==> src/rtl/if_fetch_unit.sv <==
// if_fetch_unit: instruction fetch stage with one outstanding imem request and a 2-entry output FIFO
module if_fetch_unit #(
  parameter logic [31:0] RESET_PC  = 32'h0000_0000,
  parameter logic [31:0] NOP_INSTR = 32'h0000_0013
) (
  input  logic        clk,
  input  logic        reset,
  input  logic        stall,
  input  logic        redirect,
  input  logic [31:0] redirect_pc,
  output logic        imem_req_valid,
  input  logic        imem_req_ready,
  output logic [31:0] imem_req_addr,
  input  logic        imem_rsp_valid,
  input  logic [31:0] imem_rsp_data,
  output logic        if_valid,
  output logic [31:0] if_pc,
  output logic [31:0] if_instruction
);
  typedef enum logic [1:0] {IDLE, WAIT, DROP} state_t;
  state_t      state_q, state_d;
  logic [31:0] fetch_pc_q, fetch_pc_d, req_pc_q;
  logic [31:0] pc_q [2];
  logic [31:0] ins_q [2];
  logic [31:0] pc_d [2];
  logic [31:0] ins_d [2];
  logic [1:0]  cnt_q, cnt_d, cnt_pop, occ;
  logic        pop, push, accept, unused_lsb;
  assign unused_lsb = ^redirect_pc[1:0];
  assign if_valid = cnt_q != 2'd0;
  assign pop = if_valid & ~stall & ~redirect;
  assign push = (state_q == WAIT) & imem_rsp_valid & ~redirect;
  assign cnt_pop = cnt_q - {1'b0, pop};
  assign occ = cnt_pop + {1'b0, push};
  // Requests only go out when the FIFO is guaranteed room for their response
  assign imem_req_valid = ~reset & ~redirect & (state_q != DROP) &
                          ((state_q == IDLE) | imem_rsp_valid) & (occ <= 2'd1);
  assign imem_req_addr = fetch_pc_q;
  assign accept = imem_req_valid & imem_req_ready;
  assign if_pc = if_valid ? pc_q[0] : '0;
  assign if_instruction = if_valid ? ins_q[0] : NOP_INSTR;
  always_comb begin
    state_d = state_q;
    unique case (state_q)
      IDLE:    state_d = accept ? WAIT : IDLE;
      WAIT:    state_d = imem_rsp_valid ? (accept ? WAIT : IDLE) : (redirect ? DROP : WAIT);
      DROP:    state_d = imem_rsp_valid ? IDLE : DROP;
      default: state_d = IDLE;
    endcase
    fetch_pc_d = redirect ? {redirect_pc[31:2], 2'b00} : accept ? fetch_pc_q + 32'd4 : fetch_pc_q;
    pc_d[0] = (push & (cnt_pop == 2'd0)) ? req_pc_q : pop ? pc_q[1] : pc_q[0];
    ins_d[0] = (push & (cnt_pop == 2'd0)) ? imem_rsp_data : pop ? ins_q[1] : ins_q[0];
    pc_d[1] = (push & (cnt_pop == 2'd1)) ? req_pc_q : pc_q[1];
    ins_d[1] = (push & (cnt_pop == 2'd1)) ? imem_rsp_data : ins_q[1];
    cnt_d = redirect ? 2'd0 : occ;
  end
  always_ff @(posedge clk) begin
    if (reset) begin
      state_q <= IDLE;
      fetch_pc_q <= RESET_PC;
      cnt_q <= 2'd0;
    end else begin
      state_q <= state_d;
      fetch_pc_q <= fetch_pc_d;
      cnt_q <= cnt_d;
    end
    req_pc_q <= accept ? fetch_pc_q : req_pc_q;
    pc_q <= pc_d;
    ins_q <= ins_d;
  end
endmodule

==> config.mk <==
export PLATFORM = sky130hd
export DESIGN_NAME = if_fetch_unit
export DESIGN_NICKNAME = d
export VERILOG_FILES = /design/src/rtl/if_fetch_unit.sv
export SDC_FILE = /design/constraint.sdc
export NUM_CORES = 1
export LEC_CHECK = 0
export CORE_MARGIN = 2
export CORE_UTILIZATION = 46
export DETAILED_ROUTE_END_ITERATION = 7
export PLACE_DENSITY = 0.8
export SLEW_MARGIN = 5
export SYNTH_ARGS = -nofsm -noshare
export SYNTH_HDL_FRONTEND = slang
export SYNTH_SLANG_ARGS = --single-unit
==> constraint.sdc <==
create_clock -name clk -period 3.9 [get_ports clk]
set_input_delay 0.78 -clock clk [delete_from_list [all_inputs] [get_ports clk]]
set_output_delay 0.78 -clock clk [all_outputs]
set_load 0.01 [all_outputs]
==> results of run 1 <==
## layer usage
metal	track usage [%]	share of wire, %	vias up
li1	-	-	2430
met1	25.7	43	2505
met2	30.5	47	274
met3	4.47	7.8	34
met4	7.81	2.2	0
met5	0	0	-
## stage by stage
stage / setup WS (ns) / power (W) / area [sq um] / instances / util [%]
floorplan: 0.264 / 0.00237 / 7900 / 562 / -
global placement: 0.113 / 0.00251 / 9840 / 926 / 58.9
detailed placement: 0.112 / 0.00252 / 9840 / 926 / 58.9
CTS: 0.0939 / 0.00413 / 10400 / 957 / 62.2
global route: 0.385 / 0.00424 / 10400 / 957 / 62.3
finish: 0.516 / 0.00410 / 10400 / 957 / 62.3
## state kept, by name, indices dropped and copies added (netlist names)
register       count
ins_q             64
state_q            2
imem_req_addr     30
pc_q              60
req_pc_q          30
cnt_q              2
## kinds of logic (layout without fill, tap and decap cells)
kind of cell             count (synthesis)  count (layout)
AND/OR/NAND/NOR                        188             188
AO/OA/AOI/OAI                           57              57
adder cells (fa/ha/maj)                  3               3
buffers and inverters                   42             217
flip-flops                             188             188
other                                    1               4
XOR/XNOR                                16              16
multiplexers                            64              64
## cell usage in the layout (no fill, tap or decap), types with 4 or more instances in the layout
cell type / instances
clkdlybuf4s50_1: 160
edfxtp_1: 154
mux2_2: 63
nor2b_1: 60
dfxtp_1: 34
nand2_1: 26
nand3_1: 17
clkbuf_16: 17
a31oi_1: 16
nor2_1: 14
nand4_1: 11
buf_4: 11
o21ai_0: 9
inv_1: 8
xnor2_1: 8
and2_1: 8
a21oi_1: 8
xor2_1: 7
or3_1: 7
a211oi_1: 7
nor3_1: 6
or2_2: 5
nor4_1: 5
o22ai_1: 5
clkinv_4: 5
a311oi_1: 4
conb_1: 4
buf_12: 4
## worst max path at each step
stage             start           endpoint  slack (ns)  cells after the start
3_3_place_gp   redirect     imem_req_valid        0.11                      9
2_1_floorplan  redirect  imem_req_addr[18]        0.26                     11
6_report       redirect     imem_req_valid        0.52                      9
4_1_cts        redirect     imem_req_valid        0.09                      9
5_1_grt        redirect     imem_req_valid        0.39                      9
3_5_place_dp   redirect     imem_req_valid        0.11                      9
## area by class of cell
cell class,instances,area [sq um]
multi-input combinational,332,2450
fill,1243,6300
tap,220,275
inverter,10,37.5
sequential,188,5310
clock buffer,20,437
timing repair buffer,176,1780
clock inverter,11,116
## power by group
part	internal (W)	switching (W)
Sequential	0.00220	0.0000469
Clock	0.000887	0.000727
Combinational	0.000137	0.000104
## worst max-delay path, cell delays in order
cell and delay, ns:
clkdlybuf4s50_1 0.53, nor3_2 0.07, ha_1 0.33, inv_1 0.07, ha_1 0.20, xnor3_2 0.22, nand3_1 0.07, nor3_1 0.15
dlymetal6s2s_1 0.18
## timing repair
action                     CTS  global route
buffers inserted             0             0
hold endpoints to repair     0             0
setup endpoints to repair    0             1
resized for setup            0             2
==> metrics.txt, run 1 <==
top cells by area, synth edfxtp_1 59%, mux2_2 9.0%, dfxtp_1 8.6%; R2R Setup Slk 1.02 ns; pwr dens 394 nW/um^2; first-pass GRT wire length 27.1 mm; clock root cell clkbuf_16; Post-Synthesis Cell Area 7890 sq um; run status complete, no violations; Routed WL 17.2 mm; worst vdd ir 0.000295 V; Worst setup SP type primary input; proportion of synthesized area in mux cells 9.18%; Die Y 135 um; via count 5243; xor/xnor share of the synthesized area 1.97%; cell type with the largest total area after synthesis edfxtp_1; sinks on the clock net 188; Initial Utilization 47.2%; Simple-Gate Fraction of Synth Area 14.1%; Worst-path clk slew 0.07 ns; Slew Limit Fails 0; RSZ-0062 raised after global routing false; Rel. slew slack 10.5%; CTS tree yes; Final Critical Period 3.38 ns; HPWL after DPL 11.7 mm; area share of the largest cell type after synthesis 58.6%; Yosys warnings 0; initial antenna violation count 0; H-tree Lvls 4; crit path capture type output port; largest fanout on the critical path 2; Worst Skew 0.0123 ns; Post-Synth Adder-Cell Area 0.476%; Cell variety after synth 52; CP arrival 2.60 ns; grt ovf 0; RR Startpoint cnt_q[1]; share of cells above drive strength 1 17.4%; # diodes 0; Post-synth ARST share 0%; Syn-to-layout area delta 31.8%; post-synthesis compound-gate area fraction 4.73%; final antenna-violating net count 0; final hold vios 0; R2R Path End imem_req_addr[20]; most frequent cell after synthesis edfxtp_1; Post-layout nets 798; count of endpoints failing setup in the final report 0; number of global-route vias before repair 5139; drt first pass iters 7; EDFF count, synth 154; Total GRT Usage 19.2%; die area 18200 sq um; sequential fraction of the synthesis area 67.2%; Lkg Pwr 3.37 nW; clock latency on the worst-skew pair 0.42 ns; Worst-Margin Slew 1.33 ns; hold path start req_pc_q[5]; Hold Buf Count CTS 0; row cnt 47; Max Root-Sink Buffers 2; Post-synth top flop edfxtp_1; pin count of the biggest net entering global routing 64; setup TNS 0 ns; initial DRC count 366; core area 16700 sq um; hold depth 0; largest family of logic cells by synthesized area simple AND/OR/NAND/NOR gates; Port-buffer cells 161; fin crit share 86.8%; Seq cells post-synth 188; final hold slack 0.448 ns; synth cell count leaders 154 x edfxtp_1, 63 x mux2_2, 60 x nor2b_1, 34 x dfxtp_1, 26 x nand2_1; IO Pins 168; Crit Path Class in -> out; Worst EP required 3.12 ns; hold crit path type reg -> reg; Die X 135 um; drt drc 0; Hold EP pc_q[5]; placer congestion estimate 0.866; Mapped Cells 559; vias per inst 5.48; cells on worst reg2reg path 12; Max Freq 296 MHz; MaxCap Viol Count 0; average wire per standard cell 18.0 um; CTS Buf Count 17; Synth Area per Inst 14.1 sq um
(Power assumes the default switching activity.)
==> run 2, diff against run 1 <==
--- a/config.mk
+++ b/config.mk
@@ -6,9 +6,9 @@
 export NUM_CORES = 1
 export LEC_CHECK = 0
 export CORE_MARGIN = 2
-export CORE_UTILIZATION = 46
+export CORE_UTILIZATION = 35
 export DETAILED_ROUTE_END_ITERATION = 7
-export PLACE_DENSITY = 0.8
+export PLACE_DENSITY = 0.65
 export SLEW_MARGIN = 5
 export SYNTH_ARGS = -nofsm -noshare
 export SYNTH_HDL_FRONTEND = slang
==> run 2 against run 1 <==
  * Total power rose by 0.70%
  * Combinational power rose by 2%
  * Via count fell by 1.9%
  * Critical path type unchanged
  * Non-clock buffer count rose by 2
  * Critical path depth did not move
  * Setup slack got worse by 0.33 ns
  * Wire length rose by 7.4%
  * Hold slack got worse by 0.0038 ns
  * Sequential power barely moved
==> metrics.txt, run 2 (same netlist as run 1, synthesis figures left out) <==
run status complete, no violations; Rel. slew slack 20.1% (+9.6 points); biggest regs ins_q: 64 flops, pc_q: 60 flops; Critical Path Max Stage Delay 0.57 ns (+0.04 ns); initial DRC count 399 (+9.0%); Die X 154 um (+14%); worst path bufs/invs 3 (unchanged); setup TNS 0 ns (unchanged); initial antenna violation count 0 (unchanged); HPWL after DPL 12.9 mm (+10%); sinks on the clock net 188 (unchanged); crit path capture type output port; most common cell after layout, fill and taps aside clkdlybuf4s50_1; RSZ-0062 raised after global routing false; # placed instances 988 (+6.7%); Total GRT Usage 15.7% (-3.4 points); Place WS 0.0979 ns (-0.0140 ns); Lkg Pwr 3.36 nW (-0.25%); vias per inst 5.04 (-7.9%); Slew Limit Fails 0 (unchanged); Max Root-Sink Buffers 2 (unchanged); Worst-Margin Slew 1.19 ns (-0.143 ns); row cnt 54 (+15%); Worst Skew 0.0123 ns (+0.0000159 ns); grt ovf 0 (unchanged); fin area 10500 sq um (+0.64%); slowest library cell on the worst path clkdlybuf4s50_1; final hold vios 0 (unchanged); drt first pass iters 5 (-2); pin count of the biggest net entering global routing 64 (unchanged); clock latency on the worst-skew pair 0.43 ns (about the same); clock root cell clkbuf_16; CTS Buf Count 17 (unchanged); share of cells above drive strength 1 17.4% (+0.065 points); largest fanout on the critical path 2 (unchanged); core area 22000 sq um (+31%); # diodes 0 (unchanged); H-tree Lvls 4 (unchanged); most frequent cells in the layout 161 x clkdlybuf4s50_1, 154 x edfxtp_1, 63 x mux2_2; Worst-path clk slew 0.06 ns (about the same); dpl cell area 9910 sq um (+0.66%); Most flops, register ins_q; CP cell instances clkdlybuf4s50_1 -> nor3_2 -> ha_1 -> inv_1 -> ha_1 -> xnor3_2 -> nand3_1 -> nor3_1 -> clkdlybuf4s50_1; Largest delay share family, worst path buffers and inverters; Post-layout nets 800 (+0.25%); Largest register FFs 64 (unchanged); count of endpoints failing setup in the final report 0 (unchanged); average wire per standard cell 18.1 um (+0.74%); Worst setup SP type primary input; hold crit path type reg -> reg; CP arrival 2.94 ns (+0.34 ns); fin crit share 95.3% (+8.6 points); number of global-route vias before repair 5268 (+2.5%); Syn-to-layout area delta 32.7%; first-pass GRT wire length 29.0 mm (+7.0%); via count 5145 (-1.9%); Worst EP required 3.12 ns (about the same); Crit Path Class in -> out; die area 23800 sq um (+30%); pwr dens 394 nW/um^2 (about the same); placer congestion estimate 0.845 (-2.5%); Die Y 154 um (+14%); Final WS setup 0.182 ns (-0.334 ns); Routed WL 18.5 mm (+7.4%); Port-buffer cells 161 (unchanged); final antenna-violating net count 0 (unchanged); worst vdd ir 0.000258 V (-12%); IO Pins 168 (unchanged); MaxCap Viol Count 0 (unchanged); Finished Layout Cells 1020 (+6.6%); drt drc 0 (unchanged); fin util 47.7% (-15 points); Initial Utilization 35.9% (-11 points); CTS tree yes; Max Freq 269 MHz (-9.0%); Final Critical Period 3.72 ns (+0.334 ns)
run 2: cell types whose count changed in the layout (fill, tap and decap cells not counted), sizes merged:
cell | previous run | this run
buf | 15 | 17
clkinv | 7 | 6
clkdlybuf4s50 | 160 | 161
clkbuf | 20 | 23
dlymetal6s2s | 1 | 0
clkinvlp | 3 | 2
run 2: cell type report:
type                            instances  area (sq um)
Clock buffer                           23           468
Timing Repair Buffer                  178          1760
Sequential cell                       188          5310
Multi-Input combinational cell        332          2450
Inverter                               10          37.5
Tap cell                              280           350
Clock inverter                          9          88.8
Fill cell                            1895         11500
run 2: worst paths after layout:
check / depth (start not counted) / startpoint / slack [ns] / to
max: 9 / redirect / 0.18 / imem_req_valid
min: 0 / req_pc_q[9] / 0.44 / pc_q[9]
max reg2reg: 12 / cnt_q[1] / 1.11 / imem_req_addr[20]
min reg2reg: 0 / req_pc_q[9] / 0.44 / pc_q[9]
run 2: report_power, final:
| part | internal [W] | switching, W |
|---|---|---|
| Clock | 0.000918 | 0.000723 |
| Sequential | 0.00220 | 0.0000446 |
| Combinational | 0.000137 | 0.000108 |
| Total | 0.00325 | 0.000876 |
run 2: metrics by stage:
step                      hold WS (ns)  total power, W
after floorplan                  0.422         0.00237
after global placement           0.430         0.00252
after detailed placement         0.432         0.00253
after CTS                        0.447         0.00416
after global routing             0.455         0.00427
final                            0.444         0.00413
run 2: per-layer routing:
| layer | wire length, um | vias up | GRT usage (%) | share of wire (%) |
|---|---|---|---|---|
| li1 | - | 2418 | - | - |
| met1 | 8220 | 2494 | 21.0 | 45 |
| met2 | 8690 | 211 | 25.5 | 47 |
| met3 | 1260 | 22 | 3.58 | 6.8 |
| met4 | 291 | 0 | 5.16 | 1.6 |
| met5 | 0 | - | 0 | 0 |
run 2: what timing repair did:
item / CTS / global route
resized for setup: 0 / 1
endpoints found under the setup margin: 0 / 1
hold endpoints to repair: 0 / 0
setup buffers: 0 / 0
hold buffers: 0 / 0
==> run 3, diff against run 2 <==
--- a/config.mk
+++ b/config.mk
@@ -5,6 +5,7 @@
 export SDC_FILE = /design/constraint.sdc
 export NUM_CORES = 1
 export LEC_CHECK = 0
+export ABC_AREA = 0
 export CORE_MARGIN = 2
 export CORE_UTILIZATION = 35
 export DETAILED_ROUTE_END_ITERATION = 7
==> results of run 3 <==
Same layout as run 2: the final DEF is identical, and so are final timing and power.
